`src/rtl/serial_adder_ctrl.sv`:
```
// -----------------------------------------------------------------------------
// serial_adder_ctrl
//
// Bit-serial adder controller. A single one-bit full adder is stepped over
// WIDTH-bit operands, one bit per clock, LSB first. The block owns the operand
// shift registers, the carry flip-flop, the bit counter and the
// start/busy/done handshake.
//
// Ports:
//   clk    in   1      system clock, rising-edge active
//   rst_n  in   1      asynchronous active-low reset
//   start  in   1      add request, sampled only in IDLE
//   a      in   WIDTH  operand A, sampled on the accepting edge
//   b      in   WIDTH  operand B, sampled on the accepting edge
//   cin    in   1      carry-in, sampled on the accepting edge
//   busy   out  1      high while RUN or DONE
//   done   out  1      one-cycle pulse, result valid
//   sum    out  WIDTH  registered result
//   cout   out  1      registered final carry
//
// Timing (E0 = accepting edge): RUN covers edges E1..E(WIDTH); sum/cout and
// done are valid from E(WIDTH) to E(WIDTH+1); IDLE again after E(WIDTH+1).
// -----------------------------------------------------------------------------
module serial_adder_ctrl #(
    parameter int WIDTH = 8
) (
    input  logic             clk,
    input  logic             rst_n,
    input  logic             start,
    input  logic [WIDTH-1:0] a,
    input  logic [WIDTH-1:0] b,
    input  logic             cin,
    output logic             busy,
    output logic             done,
    output logic [WIDTH-1:0] sum,
    output logic             cout
);

    // Counter only has to reach WIDTH-1; keep at least one bit for WIDTH=1.
    localparam int CW = (WIDTH > 1) ? $clog2(WIDTH) : 1;

    typedef enum logic [1:0] {
        ST_IDLE = 2'd0,
        ST_RUN  = 2'd1,
        ST_DONE = 2'd2
    } state_t;

    // One-bit full adder: returns {carry, sum}.
    function automatic logic [1:0] full_adder(input logic x, input logic y, input logic ci);
        logic s;
        logic c;
        s = x ^ y ^ ci;
        c = (x & y) | (x & ci) | (y & ci);
        return {c, s};
    endfunction

    state_t           state_r;
    state_t           state_s;

    logic [WIDTH-1:0] a_r;
    logic [WIDTH-1:0] b_r;
    logic             carry_r;
    logic [CW-1:0]    cnt_r;
    logic [WIDTH-1:0] res_r;

    logic [WIDTH-1:0] sum_r;
    logic             cout_r;
    logic             busy_r;
    logic             done_r;

    logic             fa_sum_s;
    logic             fa_carry_s;
    logic             last_bit_s;
    logic [WIDTH-1:0] res_shift_s;
    logic             busy_s;
    logic             done_s;

    // Shared adder datapath and the result shifted in from the MSB side.
    // The shift/or form avoids an empty slice when WIDTH is 1.
    always_comb begin
        {fa_carry_s, fa_sum_s} = full_adder(a_r[0], b_r[0], carry_r);
        res_shift_s = (res_r >> 1) | (WIDTH'(fa_sum_s) << (WIDTH - 1));
        last_bit_s  = (cnt_r == CW'(WIDTH - 1));
    end

    // FSM state register.
    always_ff @(posedge clk or negedge rst_n) begin
        if (!rst_n) begin
            state_r <= ST_IDLE;
        end else begin
            state_r <= state_s;
        end
    end

    // FSM next-state logic.
    always_comb begin
        state_s = state_r;
        case (state_r)
            ST_IDLE: begin
                if (start) begin
                    state_s = ST_RUN;
                end else begin
                    state_s = ST_IDLE;
                end
            end
            ST_RUN: begin
                if (last_bit_s) begin
                    state_s = ST_DONE;
                end else begin
                    state_s = ST_RUN;
                end
            end
            ST_DONE: begin
                state_s = ST_IDLE;
            end
            default: begin
                state_s = ST_IDLE;
            end
        endcase
    end

    // FSM output decode from the next state, so the registered flags line up
    // with the state they describe.
    always_comb begin
        busy_s = 1'b0;
        done_s = 1'b0;
        case (state_s)
            ST_IDLE: begin
                busy_s = 1'b0;
                done_s = 1'b0;
            end
            ST_RUN: begin
                busy_s = 1'b1;
                done_s = 1'b0;
            end
            ST_DONE: begin
                busy_s = 1'b1;
                done_s = 1'b1;
            end
            default: begin
                busy_s = 1'b0;
                done_s = 1'b0;
            end
        endcase
    end

    // Handshake output registers.
    always_ff @(posedge clk or negedge rst_n) begin
        if (!rst_n) begin
            busy_r <= 1'b0;
            done_r <= 1'b0;
        end else begin
            busy_r <= busy_s;
            done_r <= done_s;
        end
    end

    // Operand shift registers, carry, bit counter and partial result.
    always_ff @(posedge clk or negedge rst_n) begin
        if (!rst_n) begin
            a_r     <= {WIDTH{1'b0}};
            b_r     <= {WIDTH{1'b0}};
            carry_r <= 1'b0;
            cnt_r   <= {CW{1'b0}};
            res_r   <= {WIDTH{1'b0}};
        end else begin
            case (state_r)
                ST_IDLE: begin
                    if (start) begin
                        a_r     <= a;
                        b_r     <= b;
                        carry_r <= cin;
                        cnt_r   <= {CW{1'b0}};
                        res_r   <= {WIDTH{1'b0}};
                    end else begin
                        a_r     <= a_r;
                        b_r     <= b_r;
                        carry_r <= carry_r;
                        cnt_r   <= cnt_r;
                        res_r   <= res_r;
                    end
                end
                ST_RUN: begin
                    a_r     <= a_r >> 1;
                    b_r     <= b_r >> 1;
                    carry_r <= fa_carry_s;
                    cnt_r   <= cnt_r + CW'(1);
                    res_r   <= res_shift_s;
                end
                default: begin
                    a_r     <= a_r;
                    b_r     <= b_r;
                    carry_r <= carry_r;
                    cnt_r   <= cnt_r;
                    res_r   <= res_r;
                end
            endcase
        end
    end

    // Visible result: updated only on the final RUN edge, so partial sums
    // never appear on the outputs.
    always_ff @(posedge clk or negedge rst_n) begin
        if (!rst_n) begin
            sum_r  <= {WIDTH{1'b0}};
            cout_r <= 1'b0;
        end else begin
            if ((state_r == ST_RUN) && last_bit_s) begin
                sum_r  <= res_shift_s;
                cout_r <= fa_carry_s;
            end else begin
                sum_r  <= sum_r;
                cout_r <= cout_r;
            end
        end
    end

    assign busy = busy_r;
    assign done = done_r;
    assign sum  = sum_r;
    assign cout = cout_r;

endmodule
```
`config.mk`:
```
export PLATFORM = sky130hd
export DESIGN_NAME = serial_adder_ctrl
export DESIGN_NICKNAME = d
export VERILOG_FILES = /design/src/rtl/serial_adder_ctrl.sv
export SDC_FILE = /design/constraint.sdc
export NUM_CORES = 1
export LEC_CHECK = 0
export BUFFER_PORTS_ARGS = -buffer_cell sky130_fd_sc_hd__buf_2
export CORE_MARGIN = 1
export CORE_UTILIZATION = 54
export CTS_BUF_LIST = sky130_fd_sc_hd__clkbuf_16
export DETAILED_ROUTE_END_ITERATION = 10
export PLACE_DENSITY = 0.79
export SLEW_MARGIN = 20
export SYNTH_ARGS = -nofsm -noshare
export SYNTH_HDL_FRONTEND = slang
export SYNTH_SLANG_ARGS = --single-unit
```
`constraint.sdc`:
```
create_clock -name clk -period 2.2 [get_ports clk]
set_clock_uncertainty 0.1 [all_clocks]
set_input_delay 0.22 -clock clk [delete_from_list [all_inputs] [get_ports clk]]
set_output_delay 0.22 -clock clk [all_outputs]
set_load 0.005 [all_outputs]
```
Word level (Yosys, flattened, before mapping)

Index checks and enable logic that the tools add are counted.

Bits of input ports: 20
Bits in registers: 41
ROM bits: 0
RAM bits: 0
Output and inout port bits: 11
Word-level logic and storage cells: 44
Memories: 0
Bits in latches: 0

Eq/ne operators: 5
Div/mod/pow operators: 0
Reductions and logical operators: 5
Mux-type cells: 15
Multipliers: 0
Shift-type cells: 0
Bitwise logic cells: 8
Order comparisons: 0
Add/sub/neg operators: 1

Operators by type and width:

| cell                                                                  | count |
|---|---|
| 8-bit one-hot mux with 2 select lines                                 | 3 |
| 8-bit two-way mux                                                     | 3 |
| 7-bit by 8-bit OR with 8-bit output                                   | 1 |
| 3-bit one-hot mux with 2 select lines                                 | 1 |
| 2-bit by 1-bit equality test with 1-bit output, second input constant | 2 |
| 1-bit two-way mux                                                     | 4 |
| 2-bit one-hot mux with 2 select lines                                 | 1 |
| 3-bit by 1-bit adder with 3-bit output, second input constant         | 1 |
| 1-bit AND                                                             | 3 |
| 3-bit equality test, second input constant                            | 1 |
| 3-bit two-way mux                                                     | 1 |
| 2-bit equality test, second input constant                            | 1 |
| 2-bit zero test                                                       | 1 |
| 2-bit two-way mux                                                     | 1 |
| 2-bit != test, second input constant                                  | 1 |
| 1-bit OR                                                              | 2 |
| 1-bit one-hot mux with 2 select lines                                 | 1 |
| 2-bit AND reduction                                                   | 1 |
| 2-bit nonzero test                                                    | 1 |
| 2-bit OR reduction                                                    | 1 |
| 1-bit XOR                                                             | 2 |
| 1-bit logical AND                                                     | 1 |

Logic depth before layout (Yosys ltp)

Gate-level depths: netlist (run 1).

Word-level depth: 6
Gate-level depth with buffers: 7
Mapped depth without buffers: 6

Worst setup path before layout (run 1)

OpenSTA, ideal clock, no wires.

Path type: reg2reg
Start point: reg cnt_r[0]
End point: reg busy_r, in the netlist busy
Data required time: 1.987 ns
Path buffers: 1
Data arrival time: 1.392 ns
Library setup time: 0.113 ns
Path slack: 0.595 ns
Stages on the path, launching flop included: 8
Period minus slack after synthesis: 1.605 ns
Path through: dfrtp_1 -> ha_1 -> ha_1 -> nand3b_1 -> buf_2 -> inv_1 -> ha_1 -> inv_1

Longest elaborated chain between the ends: 6
Elaborated cells between the ends (all ways): 7
Those cells by class: eq/ne: 3; mux: 3; reduce/logical: 1

Ends and longest elaborated chain:

| element                                                                                      | RTL line | RTL |
|---|---|---|
| start: declaration                                                                           | 63       | `logic [CW-1:0] cnt_r;` |
| start signal: assignment                                                                     | 164      | `cnt_r <= {CW{1'b0}};` |
| start signal: assignment                                                                     | 173      | `cnt_r <= {CW{1'b0}};` |
| start signal: assignment                                                                     | 179      | `cnt_r <= cnt_r;` |
| 3-bit equality test *                                                                        | 83       | `last_bit_s = (cnt_r == CW'(WIDTH - 1));` |
| 2-bit two-way mux *                                                                          | 107      | `if (last_bit_s) begin` |
| 2-bit one-hot mux with 2 select lines *                                                      | 98       | `case (state_r)` |
| net state_s[1]                                                                               | 58       | `state_t state_s;` |
| 2-bit equality test / 2-bit by 1-bit equality test with 1-bit output (equally long branches) | 127      | `case (state_s)` |
| 2-bit OR reduction (no source line) *                                                        | -        |  |
| 1-bit two-way mux *                                                                          | 127      |  |
| net busy_s                                                                                   | 75       | `logic busy_s;` |
| end signal: assignment                                                                       | 153      | `busy_r <= busy_s;` |
| end: declaration                                                                             | 68       | `logic busy_r;` |

The timed path passes the listed nets; every way through them passes the cells marked *.
A chain may end at the register's enable or synchronous reset.

Worst setup path in the final report (run 1)

Same ends and word-level chain as after synthesis.

==> flow_summary.toml, run 1 <==
[status]
status = "finished, final reports clean"

[critical_path]
required_ns = 2.28
critical_path_class = "register to register"
crit_fanout = 10
reg2reg_from = "cnt_r[0]"
critPathLaunch = "cnt_r[0]"
crit_path_start_kind = "register"
crit_path_end_kind = "register"
cp.arrival_ns = 1.91

[clocking]
cts-buffers-inserted = 5
clkSinkCount = 40
cts_tree = "done"
clk_path_buf_depth = 2
cts-resized-gates = 0
clk_pin_slew_ns = 0.06
root_buffer = "clkbuf_16"
worstSkewPairLatency_ns = 0.28
cts.htree.levels = 2

[global_route]
grt-ovfl-total = 0
antenna_found_initial = 0
grt_pass1_wl_mm = 5.65
grt_pass1_vias = 1143
globalRouteTotalUtil_pct = 22.4
grt_max_degree = 41

[sta]
drv_slew = 0
setup_viol = 0
rsz0062_at_grt = "false"
min_period_ns = 1.83
relSlewSlack_pct = 43.2
finalHoldViolCount = 0
tightestPinTransition_ns = 0.852
max_freq_mhz = 547
tns_ns = 0
period_share_pct = 83.0

[logic_synthesis]
yosysTopAreaCellShare_pct = 57.0
ys.flop_type = "dfrtp_1"
synthCells = 121
syn_area_per_cell_um2 = 14.5
synth-async-reset-ratio_pct = 100
synth_area_leaders = "dfrtp_1 57%, o221a_2 9.6%, or4b_1 8.6%"
syn_area_mm2 = 0.00176
syn_nets = 145
ys_types = 23
ys_seq_area_share_pct = 57.0
synth_edf_count = 0
synth_top_area_cell = "dfrtp_1"
synth.ff_latch_count = 40
yosysWarnings = 0

[layout]
multi_input_area_um2 = 673
fin_nets = 174
final_core_util_pct = 66.9
final_area_mm2 = 0.00206
drive_above_1_share_pct = 43.0
fillers = 235
antennaDiodeCount = 0
syn2layout_area_growth_pct = 17.2
seq_area_mm2 = 0.00100

[route]
routedWlPerCell_um = 17.0
drt_iter0_drc = 25
via_per_inst = 5.78
dr_total_vias = 1127
wl_mm = 3.31
dr.pass1.iters = 4
drt.antenna.violating_nets = 0
drcViolationCount = 0

[floorplanning]
chipHeight_um = 59.0
die_w_um = 59.0
initial_utilization_pct = 57.0
rows = 20
design.core.area_mm2 = 0.00308
ios = 31
die_area_mm2 = 0.00348

[flow_run]
maxCapViolations = 0

[pwr]
ir_worst_vdd_v = 0.000684
power_density_mw_per_mm2 = 1430
p_leak_nw = 0.966
power_w = 0.00294

[min_path]
holdCritPathClass = "input pin to register"
worstHoldStart = "b[3]"

[place]
io_buffers = 30
dpl_cell_area_mm2 = 0.00191
dp_hpwl_mm = 2.25
gp_congestion = 0.740
-- where the power goes --
part / switching (W) / total [W] / leakage (nW) / internal [W]
Sequential: 0.000225 / 0.00129 / 0.489 / 0.00106
Clock: 0.000271 / 0.000682 / 0.0710 / 0.000411
Combinational: 0.000405 / 0.000966 / 0.405 / 0.000561
Total: 0.000900 / 0.00294 / 0.966 / 0.00204
-- cells in the final DEF (no fill, tap or decap) --
| cell | netlist | final |
|---|---|---|
| nand3b_1 | 1 | 1 |
| o21ba_1 | 1 | 1 |
| nor4bb_1 | 2 | 2 |
| nand2_1 | 2 | 2 |
| o21bai_2 | 1 | 1 |
| inv_1 | 2 | 2 |
| buf_2 | 5 | 30 |
| a22o_1 | 9 | 9 |
| nand2b_1 | 1 | 1 |
| ha_1 | 3 | 3 |
| a21oi_1 | 1 | 1 |
| clkinv_1 | 0 | 1 |
| a211o_1 | 2 | 2 |
| mux2i_1 | 1 | 1 |
| or4b_1 | 15 | 15 |
| mux2_2 | 9 | 9 |
| o221a_2 | 15 | 15 |
| fa_1 | 1 | 1 |
| nor2b_1 | 1 | 1 |
| clkinv_2 | 0 | 2 |
| clkbuf_16 | 0 | 5 |
| dfrtp_1 | 40 | 40 |
| nor3b_1 | 2 | 2 |
| buf_4 | 2 | 3 |
| dlygate4sd3_1 | 0 | 1 |
-- worst paths after layout --
kind / slack [ns] / end / cells past startpoint
max: 0.37 / busy / 6
min: 0.19 / b_r[3] / 3
max reg2reg: 0.37 / busy / 6
min reg2reg: 0.39 / cnt_r[0] / 1
max in group asynchronous: 0.98 / a_r[2] / 2
min in group asynchronous: 0.49 / b_r[3] / 2
-- worst max-delay path, cell delays in order (launching register included) --
cell and delay, ns:
dfrtp_1 0.39, ha_1 0.21, ha_1 0.21, nand3b_1 0.35, inv_1 0.13, ha_1 0.30, inv_1 0.03
-- synthesized netlist by cell type, types with 2 or more instances --
cell type   n
a211o_1     2
a22o_1      9
buf_2       5
buf_4       2
buf_6       2
clkbuf_1    3
dfrtp_1    40
ha_1        3
inv_1       2
mux2_2      9
nand2_1     2
nor3b_1     2
nor4bb_1    2
o221a_2    15
or4b_1     15
-- flip-flops by register name (all words and copies together) (netlist names) --
register / flops
b_r: 8
sum: 8
done: 1
state_r: 2
res_r: 7
cnt_r: 3
busy: 1
a_r: 8
carry_r: 1
cout: 1
-- cells by family after synthesis --
family	synth area share (%)
fa+ha+maj	3.28
buf+inv	4.63
compound gates	16.6
mux	6.34
flops	57.0
simple gates	12.1
-- through the flow --
step	setup slack (ns)	cells	hold slack, ns
5_1_grt	0.229	195	0.194
4_1_cts	0.353	195	0.184
2_1_floorplan	0.595	121	-0.176
3_3_place_gp	0.422	186	0.258
6_report	0.373	195	0.191
3_5_place_dp	0.372	186	0.272
-- area by class of cell --
type	count	share of cell area, %
tap	44	2.67
timing repair buffer	34	8.88
clock buffer	5	6.08
multi-input combinational	67	32.7
sequential	40	48.6
inverter	2	0.365
clock inverter	3	0.669
-- routing by layer --
metal  part of all wire (%)  vias to the layer above  GRT usage, %
li1                       -                      539             -
met1                     46                      557          30.1
met2                     49                       26          34.3
met3                    4.0                        5          7.86
met4                    1.5                        0          7.14
met5                      0                        -             0
-- timing repair --
item                      4_1_cts  5_1_grt
hold endpoints to repair       40        0
hold buffers                    1        0
setup buffers                   0        0
No activity file was read; power rests on OpenSTA's default activity.
==> inputs of run 2 (changes only) <==
Settings changed: ABC_AREA set to 1, CORE_UTILIZATION 54 to 49, PLACE_DENSITY 0.79 to 0.76.
Clock period 2.2 ns to 1.5 ns, I/O delays scaled along.
==> run 2 against run 1 <==
  * Total power increased by 65%
  * Utilization fell by 0.60 points
  * Final area increased by 11%
  * Count of clock-buffer cells in the layout stayed put
  * Critical endpoint unchanged
  * First-iteration DRC count rose to 5.5 times the previous value
  * Sequential power grew 40%
  * Via count up 32%
==> flow_summary.toml, run 2 <==
[global_route]
grt-ovfl-total = 0
antenna_found_initial = 0
grt_pass1_vias = 1471
globalRouteTotalUtil_pct = 22.4
grt_pass1_wl_mm = 6.71
grt_max_degree = 41

[layout]
final_cell_mix = "106 x nand2_1, 40 x dfrtp_1, 30 x buf_2, 19 x nand3_1, 17 x buf_4"
layout_commonest_cell = "nand2_1"
instances_no_fill = 302
final_area_mm2 = 0.00228
drive_above_1_share_pct = 27.7
syn2layout_area_growth_pct = 24.9
antennaDiodeCount = 0
fin_nets = 279

[route]
via_per_inst = 4.91
drt_iter0_drc = 138
drt.antenna.violating_nets = 0
routedWlPerCell_um = 12.4
drcViolationCount = 0
wl_mm = 3.75
dr.pass1.iters = 4
dr_total_vias = 1483

[min_path]
hold_path_depth = 3
holdCritPathClass = "input pin to register"

[floorplanning]
die_w_um = 63.1
die_area_mm2 = 0.00398
design.core.area_mm2 = 0.00344
ios = 31
initial_utilization_pct = 53.1
chipHeight_um = 63.1
rows = 21

[logic_synthesis]
synth-simple-area-share_pct = 28.2
syn_nets = 234
muxShareOfSynthArea_pct = 0
syn_area_mm2 = 0.00183
yosysMostFrequentCell = "nand2_1"
synth_edf_count = 0
synth_top_area_cell = "dfrtp_1"
synth_top_family_by_area = "simple AND/OR/NAND/NOR gates"
synth_compound_area_share_pct = 6.71
yosysWarnings = 0
syn_area_per_cell_um2 = 8.70
yosysTopAreaCellShare_pct = 54.8
ys_seq_area_share_pct = 54.8
synthCells = 210
synth_xor_area_share_pct = 0
synth_fa_ha_area_share_pct = 3.15
synth.ff_latch_count = 40
synth_area_leaders = "dfrtp_1 55%, nand2_1 22%, nand3_1 5.2%"
ys.flop_type = "dfrtp_1"
ys_types = 15
synth-async-reset-ratio_pct = 100
synthTopCellsByCount = "106 x nand2_1, 40 x dfrtp_1, 19 x nand3_1, 11 x inv_1, 9 x o21ai_0"

[sta]
drv_slew = 0
min_period_ns = 1.49
period_share_pct = 99.0
max_freq_mhz = 673
rsz0062_at_grt = "true"
relSlewSlack_pct = 66.9
tightestPinTransition_ns = 0.496
setup_viol = 0
finalHoldViolCount = 0

[pwr]
ir_worst_vdd_v = 0.000847
power_w = 0.00484
power_density_mw_per_mm2 = 2120
p_leak_nw = 1.25

[critical_path]
critical_path_class = "register to register"
crit_path_start_kind = "register"
required_ns = 1.58
cp_cell_sequence = "ha_2 > ha_4 > o21ai_2 > inv_2 > ha_4 > inv_2"
slowest_stage = "dfrtp_1"
crit_fanout = 2
crit_path_end_kind = "register"
cpPeakStageDelay_ns = 0.38
r2r_cells = 6
cp.arrival_ns = 1.57

[clocking]
cts-buffers-inserted = 5
clkSinkCount = 40
root_buffer = "clkbuf_16"
cts_tree = "done"
worstSkewPairLatency_ns = 0.28
clk_path_buf_depth = 2
cts.htree.levels = 2
clk_pin_slew_ns = 0.06

[place]
gp_congestion = 0.747
io_buffers = 30
dp.cells = 290
dpl_cell_area_mm2 = 0.00205
dp_hpwl_mm = 2.35

[flow_run]
maxCapViolations = 0

[status]
status = "finished, final reports clean"
[run 2: per-stage QoR]
| stage | hold slack, ns | util (%) | setup TNS [ns] | setup slack (ns) |
|---|---|---|---|---|
| 6_report | 0.0279 | 66.3 | 0 | 0.0150 |
| 5_1_grt | 0.0373 | 66.3 | -0.0243 | -0.0243 |
| 4_1_cts | 0.0263 | 65.1 | 0 | 0.00452 |
| 3_5_place_dp | 0.127 | 59.7 | -0.0701 | -0.0701 |
| 3_3_place_gp | 0.134 | 59.7 | -0.000444 | -0.000444 |
| 2_1_floorplan | -0.246 | - | 0 | 0.0158 |
[run 2: path summary, 6_finish.rpt]
check | start | to | slack, ns
worst max-delay path | cnt_r[1] | busy | 0.01
worst min-delay path | a[7] | a_r[7] | 0.03
worst max register to register | cnt_r[1] | busy | 0.01
worst min register to register | res_r[1] | sum[0] | 0.37
max in group asynchronous | rst_n | b_r[3] | 0.60
min in group asynchronous | rst_n | cout | 0.35
[run 2: cell families after synthesis]
group           after synthesis
fa+ha+maj                     4
compound gates               17
buf+inv                      22
simple gates                127
flops                        40
[run 2: repair_timing]
item,in CTS,in global routing
buffers inserted,1,2
gates cloned,0,0
endpoints found under the setup margin,1,6
gates resized for setup,2,6
endpoints found under the hold margin,40,0
pin swaps,1,3
hold buffers,1,0
[run 2: report_power, final]
group	switching, W	internal [W]	total (W)	leakage [nW]
sequential	0.000266	0.00154	0.00181	0.509
combinational	0.00108	0.000785	0.00186	0.659
clock	0.000398	0.000774	0.00117	0.0850
total	0.00174	0.00310	0.00484	1.25
[run 2: metal layers]
metal  wire length, µm  global-route usage (%)  up-vias
li1                  -                       -      746
met1              1740                    28.7      698
met2              1810                    35.6       37
met3               165                    5.62        2
met4                34                    10.5        0
met5                 0                       0        -
[run 2: area by class of cell]
| type | count | area [µm²] |
|---|---|---|
| fill | 279 | 1160 |
| tap | 46 | 57.6 |
| sequential | 40 | 1000 |
| timing repair buffer | 48 | 288 |
| clock buffer | 5 | 125 |
| clock inverter | 3 | 38.8 |
| multi-input combinational | 148 | 726 |
| inverter | 12 | 45.0 |
[run 2: worst max-delay path: cells and delay by family (launching register included)]
family,cells,cell delay (ns)
buffers and inverters,2,0.10
AO/OA/AOI/OAI,1,0.17
adder cells (fa/ha/maj),3,0.64
flip-flops,1,0.38
==> inputs of run 3 (changes only) <==
Settings changed: ABC_AREA 1 to unset.
==> run 3 against run 2 <==
  * The run now ends with setup timing left
  * Final cell count decreased by 31%
  * Utilization decreased by 0.41 points
  * Routed wire length decreased by 5.6%
  * Setup slack got worse by 0.099 ns
==> flow_summary.toml, run 3 (synthesis results as in run 1) <==
[status]
status = "finished with violations"
violations = "setup timing"

[flow_run]
maxCapViolations = 0

[critical_path]
required_ns = 1.57
critical_path_class = "register to register"
crit_path_end_kind = "register"
crit_fanout = 5
cp.arrival_ns = 1.65
crit_path_start_kind = "register"

[pwr]
p_leak_nw = 1.07
power_density_mw_per_mm2 = 2080
ir_worst_vdd_v = 0.000875

[sta]
drv_slew = 0
rsz0062_at_grt = "true"
period_share_pct = 106
min_period_ns = 1.58
setup_viol = 10
postLayoutSetupSlackWorst_ns = -0.0838
tightestPinTransition_ns = 0.465
tns_ns = -0.723
relSlewSlack_pct = 69.0
max_freq_mhz = 631
holdWs_ns = 0.130
finalHoldViolCount = 0

[place]
io_buffers = 30
dp_hpwl_mm = 2.38
dpl_cell_area_mm2 = 0.00202
gp_congestion = 0.724

[route]
drt_iter0_drc = 72
drt.antenna.violating_nets = 0
via_per_inst = 5.84
drcViolationCount = 0
routedWlPerCell_um = 17.1
dr.pass1.iters = 4
wl_mm = 3.54
dr_total_vias = 1208

[min_path]
holdCritPathClass = "input pin to register"

[layout]
fin_nets = 184
seq_area_mm2 = 0.00100
layout_commonest_cell = "dfrtp_1"
fillers = 241
antennaDiodeCount = 0
multi_input_area_um2 = 737
drive_above_1_share_pct = 49.1
final_cell_mix = "40 x dfrtp_1, 30 x buf_2, 15 x or4b_1, 15 x o221a_2"
syn2layout_area_growth_pct = 27.2
final_area_mm2 = 0.00223

[floorplanning]
die_w_um = 61.9
ios = 31
chipHeight_um = 61.9
rows = 21
die_area_mm2 = 0.00383
design.core.area_mm2 = 0.00339
initial_utilization_pct = 51.8

[global_route]
globalRouteTotalUtil_pct = 21.4
grt_pass1_vias = 1213
antenna_found_initial = 0
grt-ovfl-total = 0
grt_pass1_wl_mm = 5.77
grt_max_degree = 23

[clocking]
clk_pin_slew_ns = 0.06
cts-buffers-inserted = 5
cts.htree.levels = 2
postCtsSetupBuffers = 0
clkSinkCount = 40
root_buffer = "clkbuf_16"
clk_path_buf_depth = 2
worstSkewPairLatency_ns = 0.27
cts_tree = "done"
==> run 3: cell types whose count changed in the layout (fill, tap and decap cells not counted), sizes merged, moves of 9 or more <==
cell,before,now
or4b,0,15
o221a,0,15
nand2,106,2
o21ai,17,0
mux2,0,9
inv,13,4
nand3,20,0
a22o,0,9
==> run 3: final timing paths <==
kind | from | end | slack [ns] | cells past startpoint
max in group asynchronous | rst_n | sum[0] | 0.56 | 3
worst max register to register | cnt_r[1] | busy | -0.08 | 7
worst min-delay path | b[3] | b_r[3] | 0.13 | 3
worst max-delay path | cnt_r[1] | busy | -0.08 | 7
worst min register to register | sum[7] | sum[7] | 0.40 | 1
min in group asynchronous | rst_n | a_r[5] | 0.26 | 2
==> run 3: final cells by class <==
type / count / share of cell area, %
tap: 46 / 2.58
clock inverter: 3 / 0.504
clock buffer: 5 / 5.61
timing repair buffer: 44 / 13.0
inverter: 2 / 0.448
sequential: 40 / 44.8
multi-input combinational: 67 / 33.0
==> run 3: per-stage QoR <==
stage,std cells,util [%],power [W],setup WS [ns]
floorplan,121,-,0.00294,0.00629
detailed placement,198,59.5,0.00349,-0.0714
global route,207,65.9,0.00493,-0.136
global placement,198,59.5,0.00339,-0.00520
finish,207,65.9,0.00464,-0.0838
CTS,207,64.9,0.00458,-0.0731
==> run 3: power breakdown <==
| part | switching [W] | total (W) | internal, W | leakage [nW] |
|---|---|---|---|---|
| clock network | 0.000370 | 0.000967 | 0.000597 | 0.0738 |
| logic | 0.000716 | 0.00180 | 0.00109 | 0.503 |
| registers | 0.000310 | 0.00187 | 0.00156 | 0.489 |
| total | 0.00140 | 0.00464 | 0.00325 | 1.07 |
==> run 3: critical path: stages (launching register included) <==
cell and delay, ns:
dfrtp_1 0.39, ha_2 0.21, ha_4 0.16, nand3b_1 0.14
buf_6 0.16, inv_4 0.04, ha_4 0.25, inv_2 0.02
==> run 3: routing by layer <==
metal	GRT usage, %	vias up	part of all wire, %
li1	-	555	-
met1	28.7	624	44
met2	33.3	27	51
met3	6.42	2	4.4
met4	7.30	0	0.48
met5	0	-	0
==> run 3: repair_timing <==
| action | 4_1_cts | 5_1_grt |
|---|---|---|
| hold endpoints to repair | 18 | 0 |
| gates resized for setup | 8 | 9 |
| pin swaps | 0 | 2 |
| hold buffers | 1 | 0 |
| endpoints found under the setup margin | 10 | 20 |
